`src/rtl/frame_capture_ctrl_if.sv`:
```
// Frame capture controller bus: sensor timing, capture control and
// frame-buffer write port grouped together.
interface frame_capture_ctrl_if #(
  parameter int unsigned ADDR_W = 21
);
  logic              iLineValid;
  logic              iFrameValid;
  logic              iStart;
  logic              iStop;
  logic              iContinuous;
  logic              oWrEn;
  logic [ADDR_W-1:0] oWrAddr;
  logic              oBusy;
  logic              oDone;
  logic [11:0]       oWidth;
  logic [11:0]       oHeight;
  logic              oOverflow;
  logic              oTimeout;

  modport slave (
    input  iLineValid, iFrameValid, iStart, iStop, iContinuous,
    output oWrEn, oWrAddr, oBusy, oDone, oWidth, oHeight, oOverflow, oTimeout
  );

  modport master (
    output iLineValid, iFrameValid, iStart, iStop, iContinuous,
    input  oWrEn, oWrAddr, oBusy, oDone, oWidth, oHeight, oOverflow, oTimeout
  );
endinterface

```
`src/rtl/frame_capture_ctrl.sv`:
```
// Frame capture controller: arms on iStart, aligns to a frame boundary,
// issues one buffer write per accepted pixel and reports measured frame size.
// Optional: define FRAME_CAPTURE_TIMEOUT_EN to abort SYNC/WAIT_FRAME after
// TIMEOUT cycles and raise oTimeout.
module frame_capture_ctrl #(
  parameter int unsigned MAX_W   = 1280,
  parameter int unsigned MAX_H   = 960,
  parameter int unsigned ADDR_W  = 21,
  parameter int unsigned TIMEOUT = 50000000
) (
  input  logic                iClk,
  input  logic                iRst_n,
  frame_capture_ctrl_if.slave bus
);

  localparam int unsigned     AddrCntW    = ADDR_W + 1;
  localparam int unsigned     FrameWords  = MAX_W * MAX_H;
  localparam logic [ADDR_W:0] FrameWordsA = AddrCntW'(FrameWords);
  localparam logic [ADDR_W:0] AddrOne     = {{ADDR_W{1'b0}}, 1'b1};
  localparam logic [11:0]     MaxW        = 12'(MAX_W);
  localparam logic [11:0]     MaxH        = 12'(MAX_H);

  typedef enum logic [1:0] {StIdle, StSync, StWaitFrame, StCapture} state_e;

  state_e            stateQ, stateD;
  logic              rLineValidL, rFrameValidL;
  logic              contQ, contD;
  logic [ADDR_W:0]   addrQ, addrD;
  logic [11:0]       pixCntQ, pixCntD;
  logic [11:0]       lineCntQ, lineCntD;
  logic              ovfFrameQ, ovfFrameD;
  logic              ovfQ, ovfD;
  logic              wrEnQ, wrEnD;
  logic [ADDR_W-1:0] wrAddrQ, wrAddrD;
  logic              doneQ, doneD;
  logic [11:0]       widthQ, widthD;
  logic [11:0]       heightQ, heightD;

`ifdef FRAME_CAPTURE_TIMEOUT_EN
  localparam int unsigned TmoW    = (TIMEOUT > 1) ? $clog2(TIMEOUT) : 1;
  localparam logic [TmoW-1:0] TmoLast = TmoW'(TIMEOUT - 1);
  logic [TmoW-1:0] tmoCntQ, tmoCntD;
  logic            tmoFlagQ, tmoFlagD;
`endif

  logic        lvRise, lvFall, fvRise, fvFall, pixel;
  logic [11:0] pixBase, pixNext;
  logic        pixOver, lineOver, addrFull;

  assign lvRise   = bus.iLineValid & ~rLineValidL;
  assign lvFall   = ~bus.iLineValid & rLineValidL;
  assign fvRise   = bus.iFrameValid & ~rFrameValidL;
  assign fvFall   = ~bus.iFrameValid & rFrameValidL;
  assign pixel    = bus.iLineValid & bus.iFrameValid;
  // A rising LV starts a new line, so the pixel on that cycle is number 1.
  assign pixBase  = lvRise ? 12'd0 : pixCntQ;
  assign pixNext  = pixBase + 12'd1;
  assign pixOver  = pixNext > MaxW;
  assign lineOver = lineCntQ >= MaxH;
  assign addrFull = (addrQ == FrameWordsA) | addrQ[ADDR_W];

  // Next-state and datapath updates; iStop overrides everything else.
  always_comb begin
    stateD    = stateQ;
    contD     = contQ;
    addrD     = addrQ;
    pixCntD   = pixCntQ;
    lineCntD  = lineCntQ;
    ovfFrameD = ovfFrameQ;
    ovfD      = ovfQ;
    wrEnD     = 1'b0;
    wrAddrD   = wrAddrQ;
    doneD     = 1'b0;
    widthD    = widthQ;
    heightD   = heightQ;
`ifdef FRAME_CAPTURE_TIMEOUT_EN
    tmoCntD   = tmoCntQ;
    tmoFlagD  = tmoFlagQ;
`endif
    if (bus.iStop) begin
      stateD = StIdle;
    end else begin
      unique case (stateQ)
        StIdle: begin
          if (bus.iStart) begin
            stateD    = StSync;
            contD     = bus.iContinuous;
            ovfD      = 1'b0;
            addrD     = '0;
            pixCntD   = '0;
            lineCntD  = '0;
            ovfFrameD = 1'b0;
`ifdef FRAME_CAPTURE_TIMEOUT_EN
            tmoCntD   = '0;
            tmoFlagD  = 1'b0;
`endif
          end
        end
        StSync: begin
          // Never start mid-frame: wait for FV low first.
          if (!bus.iFrameValid) stateD = StWaitFrame;
        end
        StWaitFrame: begin
          if (fvRise) begin
            stateD    = StCapture;
            pixCntD   = '0;
            lineCntD  = '0;
            ovfFrameD = 1'b0;
`ifdef FRAME_CAPTURE_TIMEOUT_EN
            tmoCntD   = '0;
`endif
          end
        end
        StCapture: begin
          if (fvFall) begin
            widthD  = pixCntQ;
            // LV may drop on the same cycle as FV; count that line too.
            heightD = lineCntQ + {11'd0, lvFall};
            doneD   = 1'b1;
            if (contQ) begin
              addrD  = '0;
              stateD = StWaitFrame;
            end else begin
              stateD = StIdle;
            end
          end else begin
            if (lvFall) lineCntD = lineCntQ + 12'd1;
            if (pixel) begin
              pixCntD = pixNext;
              if (ovfFrameQ || pixOver || lineOver || addrFull) begin
                ovfFrameD = 1'b1;
                ovfD      = 1'b1;
              end else begin
                wrEnD   = 1'b1;
                wrAddrD = addrQ[ADDR_W-1:0];
                addrD   = addrQ + AddrOne;
              end
            end else if (lvRise) begin
              pixCntD = '0;
            end
          end
        end
        default: stateD = StIdle;
      endcase
`ifdef FRAME_CAPTURE_TIMEOUT_EN
      // Counts across SYNC and WAIT_FRAME; a frame start on the last cycle wins.
      if ((stateQ == StSync || stateQ == StWaitFrame) && stateD != StCapture) begin
        if (tmoCntQ == TmoLast) begin
          stateD   = StIdle;
          tmoFlagD = 1'b1;
        end else begin
          tmoCntD = tmoCntQ + TmoW'(1);
        end
      end
`endif
    end
  end

  // State, edge-detect and datapath registers.
  always_ff @(posedge iClk or negedge iRst_n) begin
    if (!iRst_n) begin
      stateQ       <= StIdle;
      rLineValidL  <= 1'b0;
      rFrameValidL <= 1'b0;
      contQ        <= 1'b0;
      addrQ        <= '0;
      pixCntQ      <= '0;
      lineCntQ     <= '0;
      ovfFrameQ    <= 1'b0;
      ovfQ         <= 1'b0;
      wrEnQ        <= 1'b0;
      wrAddrQ      <= '0;
      doneQ        <= 1'b0;
      widthQ       <= '0;
      heightQ      <= '0;
`ifdef FRAME_CAPTURE_TIMEOUT_EN
      tmoCntQ      <= '0;
      tmoFlagQ     <= 1'b0;
`endif
    end else begin
      stateQ       <= stateD;
      rLineValidL  <= bus.iLineValid;
      rFrameValidL <= bus.iFrameValid;
      contQ        <= contD;
      addrQ        <= addrD;
      pixCntQ      <= pixCntD;
      lineCntQ     <= lineCntD;
      ovfFrameQ    <= ovfFrameD;
      ovfQ         <= ovfD;
      wrEnQ        <= wrEnD;
      wrAddrQ      <= wrAddrD;
      doneQ        <= doneD;
      widthQ       <= widthD;
      heightQ      <= heightD;
`ifdef FRAME_CAPTURE_TIMEOUT_EN
      tmoCntQ      <= tmoCntD;
      tmoFlagQ     <= tmoFlagD;
`endif
    end
  end

  assign bus.oWrEn     = wrEnQ;
  assign bus.oWrAddr   = wrAddrQ;
  assign bus.oBusy     = (stateQ != StIdle);
  assign bus.oDone     = doneQ;
  assign bus.oWidth    = widthQ;
  assign bus.oHeight   = heightQ;
  assign bus.oOverflow = ovfQ;
`ifdef FRAME_CAPTURE_TIMEOUT_EN
  assign bus.oTimeout  = tmoFlagQ;
`else
  assign bus.oTimeout  = 1'b0;
`endif

endmodule
```
`src/flat_wrapper.sv`:
```
// flat-port wrapper written by rule: the top's interface ports become plain ports
module frame_capture_ctrl_flat 
#(
  parameter int unsigned MAX_W   = 1280,
  parameter int unsigned MAX_H   = 960,
  parameter int unsigned ADDR_W  = 21,
  parameter int unsigned TIMEOUT = 50000000
)
  (iClk, iRst_n, bus_iLineValid, bus_iFrameValid, bus_iStart, bus_iStop, bus_iContinuous, bus_oWrEn, bus_oWrAddr, bus_oBusy, bus_oDone, bus_oWidth, bus_oHeight, bus_oOverflow, bus_oTimeout);
  frame_capture_ctrl_if #(.ADDR_W(ADDR_W)) bus_i ();
  input  logic iClk;
  input  logic iRst_n;
  input wire logic [$bits(bus_i.iLineValid)-1:0] bus_iLineValid;
  input wire logic [$bits(bus_i.iFrameValid)-1:0] bus_iFrameValid;
  input wire logic [$bits(bus_i.iStart)-1:0] bus_iStart;
  input wire logic [$bits(bus_i.iStop)-1:0] bus_iStop;
  input wire logic [$bits(bus_i.iContinuous)-1:0] bus_iContinuous;
  output wire logic [$bits(bus_i.oWrEn)-1:0] bus_oWrEn;
  output wire logic [$bits(bus_i.oWrAddr)-1:0] bus_oWrAddr;
  output wire logic [$bits(bus_i.oBusy)-1:0] bus_oBusy;
  output wire logic [$bits(bus_i.oDone)-1:0] bus_oDone;
  output wire logic [$bits(bus_i.oWidth)-1:0] bus_oWidth;
  output wire logic [$bits(bus_i.oHeight)-1:0] bus_oHeight;
  output wire logic [$bits(bus_i.oOverflow)-1:0] bus_oOverflow;
  output wire logic [$bits(bus_i.oTimeout)-1:0] bus_oTimeout;
  assign bus_i.iLineValid = bus_iLineValid;
  assign bus_i.iFrameValid = bus_iFrameValid;
  assign bus_i.iStart = bus_iStart;
  assign bus_i.iStop = bus_iStop;
  assign bus_i.iContinuous = bus_iContinuous;
  assign bus_oWrEn = bus_i.oWrEn;
  assign bus_oWrAddr = bus_i.oWrAddr;
  assign bus_oBusy = bus_i.oBusy;
  assign bus_oDone = bus_i.oDone;
  assign bus_oWidth = bus_i.oWidth;
  assign bus_oHeight = bus_i.oHeight;
  assign bus_oOverflow = bus_i.oOverflow;
  assign bus_oTimeout = bus_i.oTimeout;
  frame_capture_ctrl #(.MAX_W(MAX_W), .MAX_H(MAX_H), .ADDR_W(ADDR_W), .TIMEOUT(TIMEOUT)) u_core (.iClk(iClk), .iRst_n(iRst_n), .bus(bus_i));
endmodule
```
`config.mk`:
```
export PLATFORM = sky130hd
export DESIGN_NAME = frame_capture_ctrl_flat
export DESIGN_NICKNAME = d
export VERILOG_FILES = /design/src/rtl/frame_capture_ctrl_if.sv /design/src/rtl/frame_capture_ctrl.sv /design/src/flat_wrapper.sv
export SDC_FILE = /design/constraint.sdc
export NUM_CORES = 1
export LEC_CHECK = 0
export CAP_MARGIN = 20
export CORE_ASPECT_RATIO = 0.9
export CORE_MARGIN = 5
export CORE_UTILIZATION = 40
export CTS_CLUSTER_DIAMETER = 60
export DETAILED_ROUTE_END_ITERATION = 8
export SYNTH_ARGS = -nofsm -noshare
export SYNTH_HDL_FRONTEND = slang
export SYNTH_SLANG_ARGS = --single-unit
```
`constraint.sdc`:
```
create_clock -name iClk -period 3.5 [get_ports iClk]
set_input_delay 0.525 -clock iClk [delete_from_list [all_inputs] [get_ports iClk]]
set_output_delay 0.525 -clock iClk [all_outputs]
set_load 0.01 [all_outputs]
```
==> flow_summary.toml <==
[timing]
min_period_over_period_pct = 89.4
clock.fmax_ghz = 0.320
tightest_slew_ns = 0.889
hold_violations = 0
skew_ns = 0.00888
relSlewSlack_pct = 40.7
whs_ns = 0.312
period_needed_ns = 3.13
setup_viol = 0
tns_ns = 0
rsz0062_at_grt = "false"
finalMaxSlewViolations = 0

[floorplanning]
num_rows = 40
num_io_pins = 57
start_util_pct = 40.3
die_width_um = 132
dieArea_um2 = 15700
die_y_um = 119
core-area_um2 = 13200

[yosys]
synth_top_family_by_area = "simple AND/OR/NAND/NOR gates"
synth-xor-area-share_pct = 2.80
synth_cell_types = 63
synthArstFlopShare_pct = 100
netlist_instances = 539
synth-compound-area-share_pct = 13.9
synth-simple-area-share_pct = 21.1
yosys-top-cells-area = "dfrtp_1, mux2_1, mux2_2, nand2_1, nor2_1"
syn_area_um2 = 5320
avgSynthCellArea_um2 = 9.87
synth-edff-count = 0
ys_seq_elements = 100
synthAdderAreaFrac_pct = 3.06
synthMuxAreaShare_pct = 8.39
synthFlopType = "dfrtp_1"
yosysSeqAreaShare_pct = 47.0
synth_top_cell_area_share_pct = 47.0
syn_nets = 559
yosys.area.top_type = "dfrtp_1"
synth-warning-count = 0

[grt]
grt_pass1_vias = 4304
grt_overflow = 0
grt_pass1_wl_um = 21600
antenna_found_initial = 0
track_usage_pct = 16.5
grt_max_degree = 70

[worst_setup_path]
crit_path_start_kind = "input pin"
cp.arrival_ns = 3.36
slowest_stage = "clkdlybuf4s50_1"
cp_num_buf_inv = 2
path_cells = "clkdlybuf4s50_1 -> nand2b_1 -> and2_1 -> ha_1 -> nand3_1 -> nor3_1 -> mux2i_1 -> a21oi_1 -> a211o_1 -> nor3b_4 -> buf_12 -> mux2_2"
cp-end-kind = "flop"
max_stage_delay_ns = 0.42
path_class = "input pin to flop"
cp.required_ns = 3.73
cp_top_family = "simple AND/OR/NAND/NOR gates"
worstPathMaxFanout = 22

[status]
status = "completed"

[pwr]
finalPower_uw = 2770
peakVddDrop_v = 0.000271
p_leak_uw = 0.00283
powerDensity_nw_per_um2 = 431

[finish]
seqCellArea_um2 = 2500
layout.nets = 616
postLayoutCoreUtil_pct = 48.6
drive_gt1_share_pct = 10.7
area_delta_synth_final_pct = 20.7
fill_cells = 1206
diodes = 0
multi_input_area_um2 = 2640
final_cells = 768

[route]
ant_nets = 0
via_per_inst = 5.60
first_pass_iters = 8
wl_per_cell_um = 16.3
drtIter0Drc = 371
vias = 4301
wl_um = 12600
drc_errors = 0

[clocking]
post_cts_buffers = 0
clk_latency_ns = 0.35
h-tree-depth = 3
cts_buffers = 9
cts_resized = 0
cts.root.buffer_cell = "clkbuf_16"
numClockSinks = 100
cts_hold_buf = 0
clockBufferDepth = 2
cts_tree = "done"
clkSlewWorstSetupHoldPaths_ns = 0.06

[run]
cap_violations = 0

[placement]
hpwl_um = 8650
port_buffers = 55
gp_congestion = 0.879
dp_cells = 753

[min_path]
hold_class = "input pin to async pin"
## area by class of cell
| cell class | count | share of cell area (%) |
|---|---|---|
| sequential | 100 | 39.0 |
| inverter | 10 | 0.585 |
| clock inverter | 1 | 0.117 |
| timing repair buffer | 78 | 11.8 |
| tap | 168 | 3.27 |
| multi-input combinational | 397 | 41.1 |
| clock buffer | 14 | 4.11 |
## placed cells by master (no fill, tap or decap), types with 7 or more instances in the layout
master,synthesis,routed
nand2_1,51,51
mux2_1,19,19
o31ai_1,7,7
nor3_1,20,20
a21oi_1,26,26
ha_1,13,13
nand3_1,28,28
dfrtp_1,100,100
mux2_2,18,18
clkbuf_16,0,9
and3_1,12,12
a211o_1,8,8
clkdlybuf4s50_1,0,54
nor4_1,7,7
nor2_1,46,45
inv_1,10,10
nand4_1,10,10
nor2b_1,9,9
xnor2_1,8,8
xor2_1,9,9
buf_4,3,21
o21ai_0,22,22
## stage by stage
stage / setup WS (ns) / cell area [µm²]
2_1_floorplan: 0.262 / 5320
3_3_place_gp: 0.110 / 6150
3_5_place_dp: 0.0341 / 6150
4_1_cts: 0.405 / 6420
5_1_grt: 0.146 / 6420
6_report: 0.373 / 6420
## cell usage after synthesis (3+ instances only)
cell / number
o21ai_0: 22
nand2b_1: 6
a21oi_1: 26
nor3_1: 20
mux2i_1: 3
a31o_2: 3
o31ai_1: 7
nand2_1: 51
nor4_1: 7
inv_1: 10
nor2b_1: 9
a32oi_1: 3
or3_1: 4
nand3_1: 28
clkbuf_1: 20
nor2_1: 46
nand4_1: 10
nor4b_1: 5
buf_2: 6
a21o_1: 3
dfrtp_1: 100
ha_1: 13
mux2_1: 19
a211o_1: 8
and2_1: 6
xor2_1: 9
a22o_1: 6
mux2_2: 18
and3_1: 12
buf_4: 3
xnor2_1: 8
a211oi_1: 4
a32o_1: 4
o211ai_1: 4
## path summary, 6_finish.rpt
path                                                        start                                  to  slack (ns)  cells past startpoint
worst max-delay path                               bus_iLineValid  u_core.bus.oWrAddr[12]$_DFFE_PN0P_        0.37                     12
worst min-delay path                                       iRst_n          u_core.bus.oDone$_DFF_PN0_        0.31                      1
worst max register to register      u_core.pixCntQ[0]$_DFFE_PN0P_  u_core.bus.oWrAddr[12]$_DFFE_PN0P_        0.51                     10
worst min register to register  u_core.bus.oWrAddr[3]$_DFFE_PN0P_   u_core.bus.oWrAddr[3]$_DFFE_PN0P_        0.49                      1
max in group asynchronous                                  iRst_n        u_core.addrQ[17]$_DFFE_PN0P_        2.50                      2
min in group iClk               u_core.bus.oWrAddr[3]$_DFFE_PN0P_   u_core.bus.oWrAddr[3]$_DFFE_PN0P_        0.49                      1
## flip-flops by register name, indices dropped and copies added (netlist names)
| register | count |
|---|---|
| u_core.stateQ | 2 |
| u_core.bus.oWrAddr | 21 |
| u_core.addrQ | 22 |
| u_core.lineCntQ | 12 |
| u_core.bus.oWrEn | 1 |
| u_core.pixCntQ | 12 |
| u_core.bus.oHeight | 12 |
| u_core.bus.oOverflow | 1 |
| u_core.bus.oWidth | 12 |
| u_core.rFrameValidL | 1 |
| u_core.bus.oDone | 1 |
| u_core.rLineValidL | 1 |
| u_core.ovfFrameQ | 1 |
| u_core.contQ | 1 |
## kinds of logic (layout without fill, tap and decap cells)
logic type,after synthesis,count (layout)
AOI/OAI and AO/OA,108,108
xor gates and xnor gates,17,17
and+or+nand+nor,218,218
adders and majority gates,13,13
muxes,40,40
buffers and inverters,42,103
other,1,1
DFF,100,100
## power by group
part	total (µW)	internal, µW	switching, µW
clock	940	518	421
combinational	562	240	322
sequential	1270	1220	43.5
total	2770	1980	787
## layer usage
metal | up-vias | part of all wire [%] | GRT usage, % | wire length, µm
met3 | 18 | 5.3 | 4.90 | 671
met4 | 0 | 1.2 | 4.76 | 155
li1 | 2076 | - | - | -
met5 | - | 0 | 0 | 0
met2 | 124 | 44 | 24.7 | 5510
met1 | 2083 | 49 | 23.3 | 6210
No activity file was read; power rests on OpenSTA's default activity.
